===== src/rtl/vga_img_sender_if.sv =====
// vga_img_sender_if
//   Bundles the frame-sender's control, RAM read port and serial output.
//   master : the sender (drives rd_addr/rd_en/tx/busy/done, samples start/rd_data)
//   slave  : the surrounding system (drives start and RAM read data)
//   Signals:
//     start    1-cycle request to send one frame
//     rd_data  RAM read data {R[2:0],G[2:0],B[2:0]}, valid one cycle after rd_en
//     rd_addr  RAM read address
//     rd_en    RAM read strobe
//     tx       UART serial line, idle high
//     busy     frame in progress
//     done     1-cycle pulse once the frame has been sent
interface vga_img_sender_if #(
  parameter int addr_w = 15
) ();
  logic              start;
  logic [8:0]        rd_data;
  logic [addr_w-1:0] rd_addr;
  logic              rd_en;
  logic              tx;
  logic              busy;
  logic              done;

  modport master (
    input  start, rd_data,
    output rd_addr, rd_en, tx, busy, done
  );

  modport slave (
    output start, rd_data,
    input  rd_addr, rd_en, tx, busy, done
  );
endinterface


===== src/rtl/vga_img_sender.sv =====
// vga_img_sender
//   Streams the RGB333 frame buffer to a host over UART 8N1. Each pixel goes
//   out as two back-to-back characters: rd_data[7:0], then {7'b0, rd_data[8]},
//   LSB first, with no idle time between characters or pixels. The next pixel
//   is prefetched while the high byte of the current one is on the line.
//   Ports:
//     clk_in  system clock
//     reset   synchronous reset, active-low
//     bus     vga_img_sender_if master: start, rd_data in; rd_addr, rd_en,
//             tx, busy, done out
//
//   state   | meaning
//   --------+-----------------------------------------------------------
//   IDLE    | line idle, waiting for start
//   FETCH   | read strobe for pixel 0 is on the RAM port
//   LOAD    | pixel 0 data valid; capture it and drive the first start bit
//   SEND_LO | shifting out the low byte of the current pixel
//   SEND_HI | shifting out the high byte; next pixel fetched in parallel
//   FINISH  | done pulse, busy dropped
module vga_img_sender #(
  parameter int clk_freq = 12000000,
  parameter int baud     = 115200,
  parameter int n_pixels = 19200,
  parameter int addr_w   = 15
) (
  input  logic             clk_in,
  input  logic             reset,
  vga_img_sender_if.master bus
);

  localparam int BAUD_DIV = clk_freq / baud;
  localparam int BCW      = (BAUD_DIV > 1) ? $clog2(BAUD_DIV) : 1;
  localparam logic [BCW-1:0]    BAUD_LAST = BCW'(BAUD_DIV - 1);
  localparam logic [addr_w-1:0] LAST_IDX  = addr_w'(n_pixels - 1);
  localparam logic [addr_w-1:0] IDX_ONE   = addr_w'(1);

  typedef enum logic [2:0] {
    IDLE,
    FETCH,
    LOAD,
    SEND_LO,
    SEND_HI,
    FINISH
  } state_t;

  state_t            state_q;
  logic [BCW-1:0]    baud_cnt_q;
  logic [3:0]        bit_idx_q;
  logic [addr_w-1:0] pixel_idx_q;
  logic [addr_w-1:0] rd_addr_q;
  logic [8:0]        pix_q;
  logic [8:0]        hold_q;
  logic              rd_en_q;
  logic              cap_q;
  logic              tx_q;
  logic              busy_q;
  logic              done_q;

  logic [7:0] cur_byte_d;
  logic       tx_next_d;
  logic       bit_end_d;
  logic       more_d;

  // bit_idx 0 is the start bit, 1..8 data, 9 stop. tx_next_d is the line
  // level for bit_idx+1, driven at the edge that ends the current bit so the
  // registered tx lines up with the counters.
  always_comb begin
    cur_byte_d = (state_q == SEND_HI) ? {7'b0, pix_q[8]} : pix_q[7:0];
    tx_next_d  = (bit_idx_q == 4'd8) ? 1'b1 : cur_byte_d[bit_idx_q[2:0]];
    bit_end_d  = (baud_cnt_q == BAUD_LAST);
    more_d     = (pixel_idx_q != LAST_IDX);
  end

  always_ff @(posedge clk_in) begin
    if (!reset) begin
      state_q     <= IDLE;
      baud_cnt_q  <= '0;
      bit_idx_q   <= '0;
      pixel_idx_q <= '0;
      rd_addr_q   <= '0;
      pix_q       <= '0;
      hold_q      <= '0;
      rd_en_q     <= 1'b0;
      cap_q       <= 1'b0;
      tx_q        <= 1'b1;
      busy_q      <= 1'b0;
      done_q      <= 1'b0;
    end else begin
      // RAM data is valid the cycle after a strobe; park it in the holding
      // register so it survives until the current pixel has been sent.
      cap_q <= rd_en_q;
      if (cap_q) begin
        hold_q <= bus.rd_data;
      end
      rd_en_q <= 1'b0;
      done_q  <= 1'b0;

      case (state_q)
        IDLE: begin
          if (bus.start) begin
            state_q     <= FETCH;
            busy_q      <= 1'b1;
            rd_en_q     <= 1'b1;
            rd_addr_q   <= '0;
            pixel_idx_q <= '0;
          end
        end

        FETCH: begin
          state_q <= LOAD;
        end

        LOAD: begin
          pix_q      <= bus.rd_data;
          state_q    <= SEND_LO;
          tx_q       <= 1'b0;
          baud_cnt_q <= '0;
          bit_idx_q  <= '0;
        end

        SEND_LO, SEND_HI: begin
          if (!bit_end_d) begin
            baud_cnt_q <= baud_cnt_q + 1'b1;
          end else begin
            baud_cnt_q <= '0;
            if (bit_idx_q != 4'd9) begin
              bit_idx_q <= bit_idx_q + 4'd1;
              tx_q      <= tx_next_d;
            end else if (state_q == SEND_LO) begin
              state_q   <= SEND_HI;
              bit_idx_q <= '0;
              tx_q      <= 1'b0;
              // Strobe lands in the first cycle of SEND_HI.
              if (more_d) begin
                rd_en_q   <= 1'b1;
                rd_addr_q <= pixel_idx_q + IDX_ONE;
              end
            end else if (more_d) begin
              pix_q       <= hold_q;
              pixel_idx_q <= pixel_idx_q + IDX_ONE;
              state_q     <= SEND_LO;
              bit_idx_q   <= '0;
              tx_q        <= 1'b0;
            end else begin
              state_q <= FINISH;
              done_q  <= 1'b1;
              busy_q  <= 1'b0;
              tx_q    <= 1'b1;
            end
          end
        end

        FINISH: begin
          state_q <= IDLE;
        end

        default: begin
          state_q <= IDLE;
          busy_q  <= 1'b0;
          tx_q    <= 1'b1;
        end
      endcase
    end
  end

  assign bus.rd_addr = rd_addr_q;
  assign bus.rd_en   = rd_en_q;
  assign bus.tx      = tx_q;
  assign bus.busy    = busy_q;
  assign bus.done    = done_q;

endmodule

===== src/flat_wrapper.sv =====
// flat-port wrapper written by rule: the top's interface ports become plain ports
module vga_img_sender_flat 
#(
  parameter int clk_freq = 12000000,
  parameter int baud     = 115200,
  parameter int n_pixels = 19200,
  parameter int addr_w   = 15
)
  (clk_in, reset, bus_start, bus_rd_data, bus_rd_addr, bus_rd_en, bus_tx, bus_busy, bus_done);
  vga_img_sender_if #(.addr_w(addr_w)) bus_i ();
  input  logic clk_in;
  input  logic reset;
  input wire logic [$bits(bus_i.start)-1:0] bus_start;
  input wire logic [$bits(bus_i.rd_data)-1:0] bus_rd_data;
  output wire logic [$bits(bus_i.rd_addr)-1:0] bus_rd_addr;
  output wire logic [$bits(bus_i.rd_en)-1:0] bus_rd_en;
  output wire logic [$bits(bus_i.tx)-1:0] bus_tx;
  output wire logic [$bits(bus_i.busy)-1:0] bus_busy;
  output wire logic [$bits(bus_i.done)-1:0] bus_done;
  assign bus_i.start = bus_start;
  assign bus_i.rd_data = bus_rd_data;
  assign bus_rd_addr = bus_i.rd_addr;
  assign bus_rd_en = bus_i.rd_en;
  assign bus_tx = bus_i.tx;
  assign bus_busy = bus_i.busy;
  assign bus_done = bus_i.done;
  vga_img_sender #(.clk_freq(clk_freq), .baud(baud), .n_pixels(n_pixels), .addr_w(addr_w)) u_core (.clk_in(clk_in), .reset(reset), .bus(bus_i));
endmodule

===== config.mk =====
export PLATFORM = sky130hd
export DESIGN_NAME = vga_img_sender_flat
export DESIGN_NICKNAME = d
export VERILOG_FILES = /design/src/rtl/vga_img_sender_if.sv /design/src/rtl/vga_img_sender.sv /design/src/flat_wrapper.sv
export SDC_FILE = /design/constraint.sdc
export NUM_CORES = 1
export LEC_CHECK = 0
export BUFFER_PORTS_ARGS = -buffer_cell sky130_fd_sc_hd__buf_2
export CAP_MARGIN = 20
export CORE_MARGIN = 2
export CORE_UTILIZATION = 50
export CTS_BUF_LIST = sky130_fd_sc_hd__clkbuf_8
export CTS_CLUSTER_SIZE = 30
export DETAILED_ROUTE_END_ITERATION = 10
export PLACE_DENSITY = 0.69
export RECOVER_POWER = 50
export SLEW_MARGIN = 20
export SYNTH_ARGS = -nofsm -noshare
export SYNTH_HDL_FRONTEND = slang
export SYNTH_SLANG_ARGS = --single-unit
export TNS_END_PERCENT = 30

===== constraint.sdc =====
create_clock -name clk_in -period 3.65 [get_ports clk_in]
set_clock_uncertainty 0.15 [all_clocks]
set_input_delay 0.73 -clock clk_in [delete_from_list [all_inputs] [get_ports clk_in]]
set_output_delay 0.73 -clock clk_in [all_outputs]
set_load 0.01 [all_outputs]

# Word level (Yosys, flattened, before mapping)

Index checks and enable logic that the tools add are counted.

Bits of input ports: 12
Register bits after elaboration: 67

Bitwise operators: 5
Reductions and logical operators: 14
Magnitude comparators: 1
Equality and inequality tests: 17
Add/sub/neg operators: 3
Multiplexer cells: 49

Operators by type and width:

| operator                                              | number |
|---|---|
| two-way mux 15 bit                                    | 8 |
| one-hot mux 15 bit (2 select lines)                   | 2 |
| two-way mux 9 bit                                     | 4 |
| one-hot mux 9 bit (2 select lines)                    | 1 |
| AND reduction 6 bit                                   | 3 |
| two-way mux 1 bit                                     | 16 |
| two-way mux 4 bit                                     | 4 |
| adder 15 x 1 -> 15 bit, second input constant         | 1 |
| two-way mux 3 bit                                     | 5 |
| inequality test 15 bit, second input constant         | 1 |
| one-hot mux 7 bit (2 select lines)                    | 1 |
| one-hot mux 3 bit (4 select lines)                    | 1 |
| two-way mux 8 bit                                     | 1 |
| inequality test 2 bit, second input constant          | 4 |
| one-hot mux 4 bit (2 select lines)                    | 1 |
| adder 7 x 1 -> 7 bit, second input constant           | 1 |
| equality test 7 bit, second input constant            | 1 |
| two-way mux 7 bit                                     | 1 |
| equality test 3 x 2 -> 1 bit, second input constant   | 2 |
| equality test 3 bit, second input constant            | 2 |
| inequality test 2 x 1 -> 1 bit, second input constant | 3 |
| one-hot mux 1 bit (3 select lines)                    | 2 |
| AND reduction 3 bit                                   | 2 |
| OR reduction 3 bit                                    | 2 |
| 15 further kinds                                      | 20 |

# Depth between registers and ports, before layout

Depth in word-level cells: 8
Depth in mapped cells: 8
Depth with buffers taken out: 6

# Worst setup path before layout

No wires, ideal clock.

Kind: register -> register
Start: reg u_core.pixel_idx_q[0]
End: reg u_core.pix_q[7]
Required time: 3.409 ns
Stages on the path, launching flop included: 9
Path slack: 1.512 ns
Data arrival time: 1.897 ns
Path buffers: 2
Cells stage by stage: dfxtp_1 > ha_1 > and3_1 > and4_1 > buf_2 > o32ai_4 > buf_6 > nor2_1 > a311oi_1

Longest elaborated chain between the ends: 3

Ends and longest elaborated chain:

| what                                            | RTL line              | source |
|---|---|---|
| start: declaration                              | vga_img_sender.sv:49  | `logic [addr_w-1:0] pixel_idx_q;` |
| start signal: assignment                        | vga_img_sender.sv:140 | `pixel_idx_q <= pixel_idx_q + IDX_ONE;` |
| inequality test 15 bit                          | vga_img_sender.sv:71  | `more_d = (pixel_idx_q != LAST_IDX);` |
| inequality test 2 x 1 -> 1 bit (no source line) | -                     |  |
| AND reduction 5 bit (no source line)            | -                     |  |
| end signal: assignment                          | vga_img_sender.sv:114 | `pix_q <= bus.rd_data;` |
| end signal: assignment                          | vga_img_sender.sv:139 | `pix_q <= hold_q;` |
| end: declaration                                | vga_img_sender.sv:51  | `logic [8:0] pix_q;` |

No other way between the ends.
A chain may end at the register's enable or synchronous reset.

# Final worst setup path

Start: reg u_core.state_q[2]
End: reg u_core.baud_cnt_q[4]

Longest elaborated chain between the ends: 3
Elaborated cells between the ends (all ways): 6
Those cells by class: eq/ne: 3; mux: 1; reduce/logical: 2

Ends and longest elaborated chain:

| what                                                                            | RTL line              | source |
|---|---|---|
| start: declaration                                                              | vga_img_sender.sv:46  | `state_t state_q;` |
| start signal: assignment                                                        | vga_img_sender.sv:76  | `state_q <= IDLE;` |
| start signal: assignment                                                        | vga_img_sender.sv:101 | `state_q <= FETCH;` |
| start signal: assignment                                                        | vga_img_sender.sv:110 | `state_q <= LOAD;` |
| equality test 3 x 2 -> 1 bit / equality test 3 bit (equally long branches)      | vga_img_sender.sv:98  | `case (state_q)` |
| OR reduction 2 bit                                                              | vga_img_sender.sv:98  |  |
| one-hot mux 7 bit (2 select lines) / nonzero test 2 bit (equally long branches) | -                     |  |
| end signal: assignment                                                          | vga_img_sender.sv:123 | `baud_cnt_q <= baud_cnt_q + 1'b1;` |
| end: declaration                                                                | vga_img_sender.sv:47  | `logic [BCW-1:0] baud_cnt_q;` |

Several ways; a longest one is shown, not always the timed one.

==> results.sh <==
export IMPL_outcome="completed"
export IMPL_drc_errors=0
export IMPL_syn_cell_area_um2=3431
export IMPL_insertion_delay_ps=340
export IMPL_area_growth_pct=8.096
export IMPL_clockPowerShare=0.376
export IMPL_avgRoutedWirePerCell_um=15.83
export IMPL_drt_iter0_markers=143
export IMPL_grt_max_degree=27
export IMPL_antenna_diode_count=0
export IMPL_power_leakage_uw=0.001251
export IMPL_hp_class="reg -> reg"
export IMPL_drt_met1_wl_um=3789
export IMPL_yosysWarnings=0
export IMPL_portBuffers=30
export IMPL_synth_top_cell_area_share=0.3910
export IMPL_vdd_ir_drop_max_mv=0.1988
export IMPL_maxCapViolations=0
export IMPL_antenna_found_initial=0
export IMPL_syn_area_per_cell_um2=8.577
export IMPL_p_sw_uw=376.0
export IMPL_cp_end_kind="flop"
export IMPL_worstMarginPinSlew_ps=972.3
export IMPL_powerDensity_nw_per_um2=391.0
export IMPL_die_area_um2=7540
export IMPL_relSlewSlack=0.3511
export IMPL_cts_made_buffers=9
export IMPL_synthArstFlopShare=0
export IMPL_combPwrFrac=0.094
export IMPL_worstSetupStartpointType="flop"
export IMPL_final_net_count=434
export IMPL_drive_above_1_share=0.1082
export IMPL_gp_congestion=0.8861
export IMPL_clk_pin_slew_ps=70
export IMPL_post_cts_buffers=0
export IMPL_fillers=662
export IMPL_period_needed_ps=2743
export IMPL_period_share=0.7514
export IMPL_synth_main_ff_cell="dfxtp_1"
export IMPL_cts_tree="done"
export IMPL_root_buffer="clkbuf_8"
export IMPL_die_w_um=86.84
export IMPL_ant_nets=0
export IMPL_via_per_inst=5.984
export IMPL_synth_seq_cells=67
export IMPL_dr_total_vias=3022
export IMPL_ios=31
export IMPL_grt_pass1_wl_um=13530
export IMPL_first_pass_iters=4
export IMPL_ctsResizeCount=0
export IMPL_top_layer="met4"
export IMPL_grt_setup_unrepaired="no"
export IMPL_start_util=0.5106
export IMPL_fmax_mhz=364.6
export IMPL_multi_input_comb_area_um2=1913
export IMPL_cts_max_level=3
export IMPL_wl_um=7995
export IMPL_final_max_slew_viol_count=0
export IMPL_synth_area_top_cells="dfxtp_1 39%, nand2_1 5.9%, mux2i_1 5.8%, nor2_1 4.4%, a21oi_1 4.2%"
export IMPL_dpl_hpwl_um=5461
export IMPL_arrival_ps=2840
export IMPL_yosysTopAreaCell="dfxtp_1"
export IMPL_power_frac_seq=0.530
export IMPL_grt_usage=0.2288
export IMPL_clockBufferDepth=2
export IMPL_num_rows=30
export IMPL_syn_inst=400
export IMPL_setup_ws_ps=907.5
export IMPL_core_area_um2=6719
export IMPL_wl_met3_um=284
export IMPL_setup_violations=0
export IMPL_critical_path_required_ps=3750
export IMPL_synth_edf_count=0
export IMPL_synth_nets=414
export IMPL_grt_pass1_vias=2814
export IMPL_synth_distinct_cells=69
export IMPL_hold_viol_final=0
export IMPL_seq_area_um2=1341
export IMPL_hold_buffers=0
export IMPL_overflow=0
export IMPL_wl_met2_um=3797
export IMPL_switching_share=0.2593
export IMPL_worstSetupPathType="reg -> reg"
export IMPL_yosysSeqAreaShare=0.3910
export IMPL_tns_ps=0
export IMPL_chipHeight_um=86.84
export IMPL_pre_cts_ws_ps=1002
export IMPL_crit_fanout=26
export IMPL_cts_sinks=67
export IMPL_intPower_uw=1074
==> metal layers <==
layer,GRT usage,vias up
li1,-,1502
met1,0.2960,1450
met2,0.3657,60
met3,0.06476,10
met4,0.07955,0
met5,0,-
==> state kept, by name, summed over array words and instances, names as in the netlist, 3 cells and up <==
name and flops:
u_core.pix_q 9, u_core.bus.rd_addr 15, u_core.baud_cnt_q 7, u_core.pixel_idx_q 15
u_core.hold_q 9, u_core.state_q 3, u_core.bit_idx_q 4
==> cells in the final DEF (no fill, tap or decap), types with 2 or more instances in the layout <==
| master | count |
|---|---|
| dfxtp_1 | 67 |
| nand2_1 | 55 |
| nor2_1 | 39 |
| a21oi_1 | 29 |
| nand3_1 | 26 |
| clkbuf_1 | 22 |
| o21ai_0 | 20 |
| mux2i_1 | 20 |
| inv_1 | 12 |
| clkbuf_8 | 11 |
| a311oi_1 | 10 |
| buf_2 | 10 |
| nor3_1 | 6 |
| or3_1 | 5 |
| a21o_1 | 4 |
| o31ai_1 | 4 |
| a31oi_1 | 4 |
| xnor2_1 | 4 |
| nand3b_1 | 3 |
| and3_1 | 3 |
| nand4_1 | 3 |
| nor4_1 | 3 |
| and2_1 | 3 |
| xor2_1 | 3 |
| nor3b_2 | 2 |
| and4_1 | 2 |
| a22oi_1 | 2 |
| nor2_2 | 2 |
| or4_1 | 2 |
| o221a_2 | 2 |
| nor4bb_1 | 2 |
| mux4_2 | 2 |
| o311a_1 | 2 |
| o211ai_1 | 2 |
| o22ai_1 | 2 |
| ha_1 | 2 |
| clkinv_2 | 2 |
| buf_4 | 2 |
==> Yosys cell counts (3+ instances only) <==
cell      instances
dfxtp_1          67
nand2_1          54
nor2_1           40
a21oi_1          29
nand3_1          26
mux2i_1          20
o21ai_0          20
a311oi_1         10
clkbuf_1         10
buf_2             9
inv_1             9
nor3_1            6
or3_1             5
a21o_1            4
a31oi_1           4
o31ai_1           4
xnor2_1           4
and2_1            3
and3_1            3
buf_6             3
nand3b_1          3
nand4_1           3
nor4_1            3
xor2_1            3
==> metrics by stage <==
stage	util	hold WS [ps]	total power, µW	instances	area (µm²)
final	0.5520	301.3	1450	505	3709
after global routing	0.5520	321.2	1509	505	3709
after CTS	0.5588	303.6	1466	505	3755
after detailed placement	0.5331	292.8	925.8	489	3582
after global placement	0.5331	291.0	923.2	489	3582
after floorplan	-	304.2	889.2	400	3431
==> power by group through the flow <==
stage	logic (µW)	clock network (µW)	registers, µW
after global routing	152	585	771
after detailed placement	141	0	785
after CTS	141	556	769
final	136	545	769
after global placement	139	0	785
after floorplan	113	0	776
==> worst max-delay path: stages (launching register included) <==
cell and delay [ps]:
dfxtp_1 460, or3b_1 510, nand2_1 710, nand2_1 290, a31o_2 290, a311oi_1 230
==> final timing paths <==
path / startpoint / to / slack, ps / depth (start not counted)
hold / removal: u_core.bus.rd_addr[3] / u_core.bus.rd_addr[3] / 300 / 2
hold reg to reg: u_core.bus.rd_addr[3] / u_core.bus.rd_addr[3] / 300 / 2
setup / recovery: u_core.state_q[2] / u_core.baud_cnt_q[4] / 910 / 5
setup reg to reg: u_core.state_q[2] / u_core.baud_cnt_q[4] / 910 / 5
==> final cells by class <==
class | instances | share of cell area
flip-flops and latches | 67 | 0.3617
repair buffers | 34 | 0.03981
multi-input cells | 299 | 0.5159
inverters | 9 | 0.009109
clock inverters | 5 | 0.005735
clock buffers | 11 | 0.04082
well taps | 80 | 0.02699
==> logic make-up after synthesis <==
logic type	count (synthesis)	share of synthesized area
xor gates and xnor gates	7	0.01787
and+or+nand+nor	169	0.2546
DFF	67	0.3910
adders and majority gates	2	0.007293
AOI/OAI and AO/OA	98	0.2064
muxes	23	0.07476
buffers and inverters	34	0.04814
(Power assumes the default switching activity.)
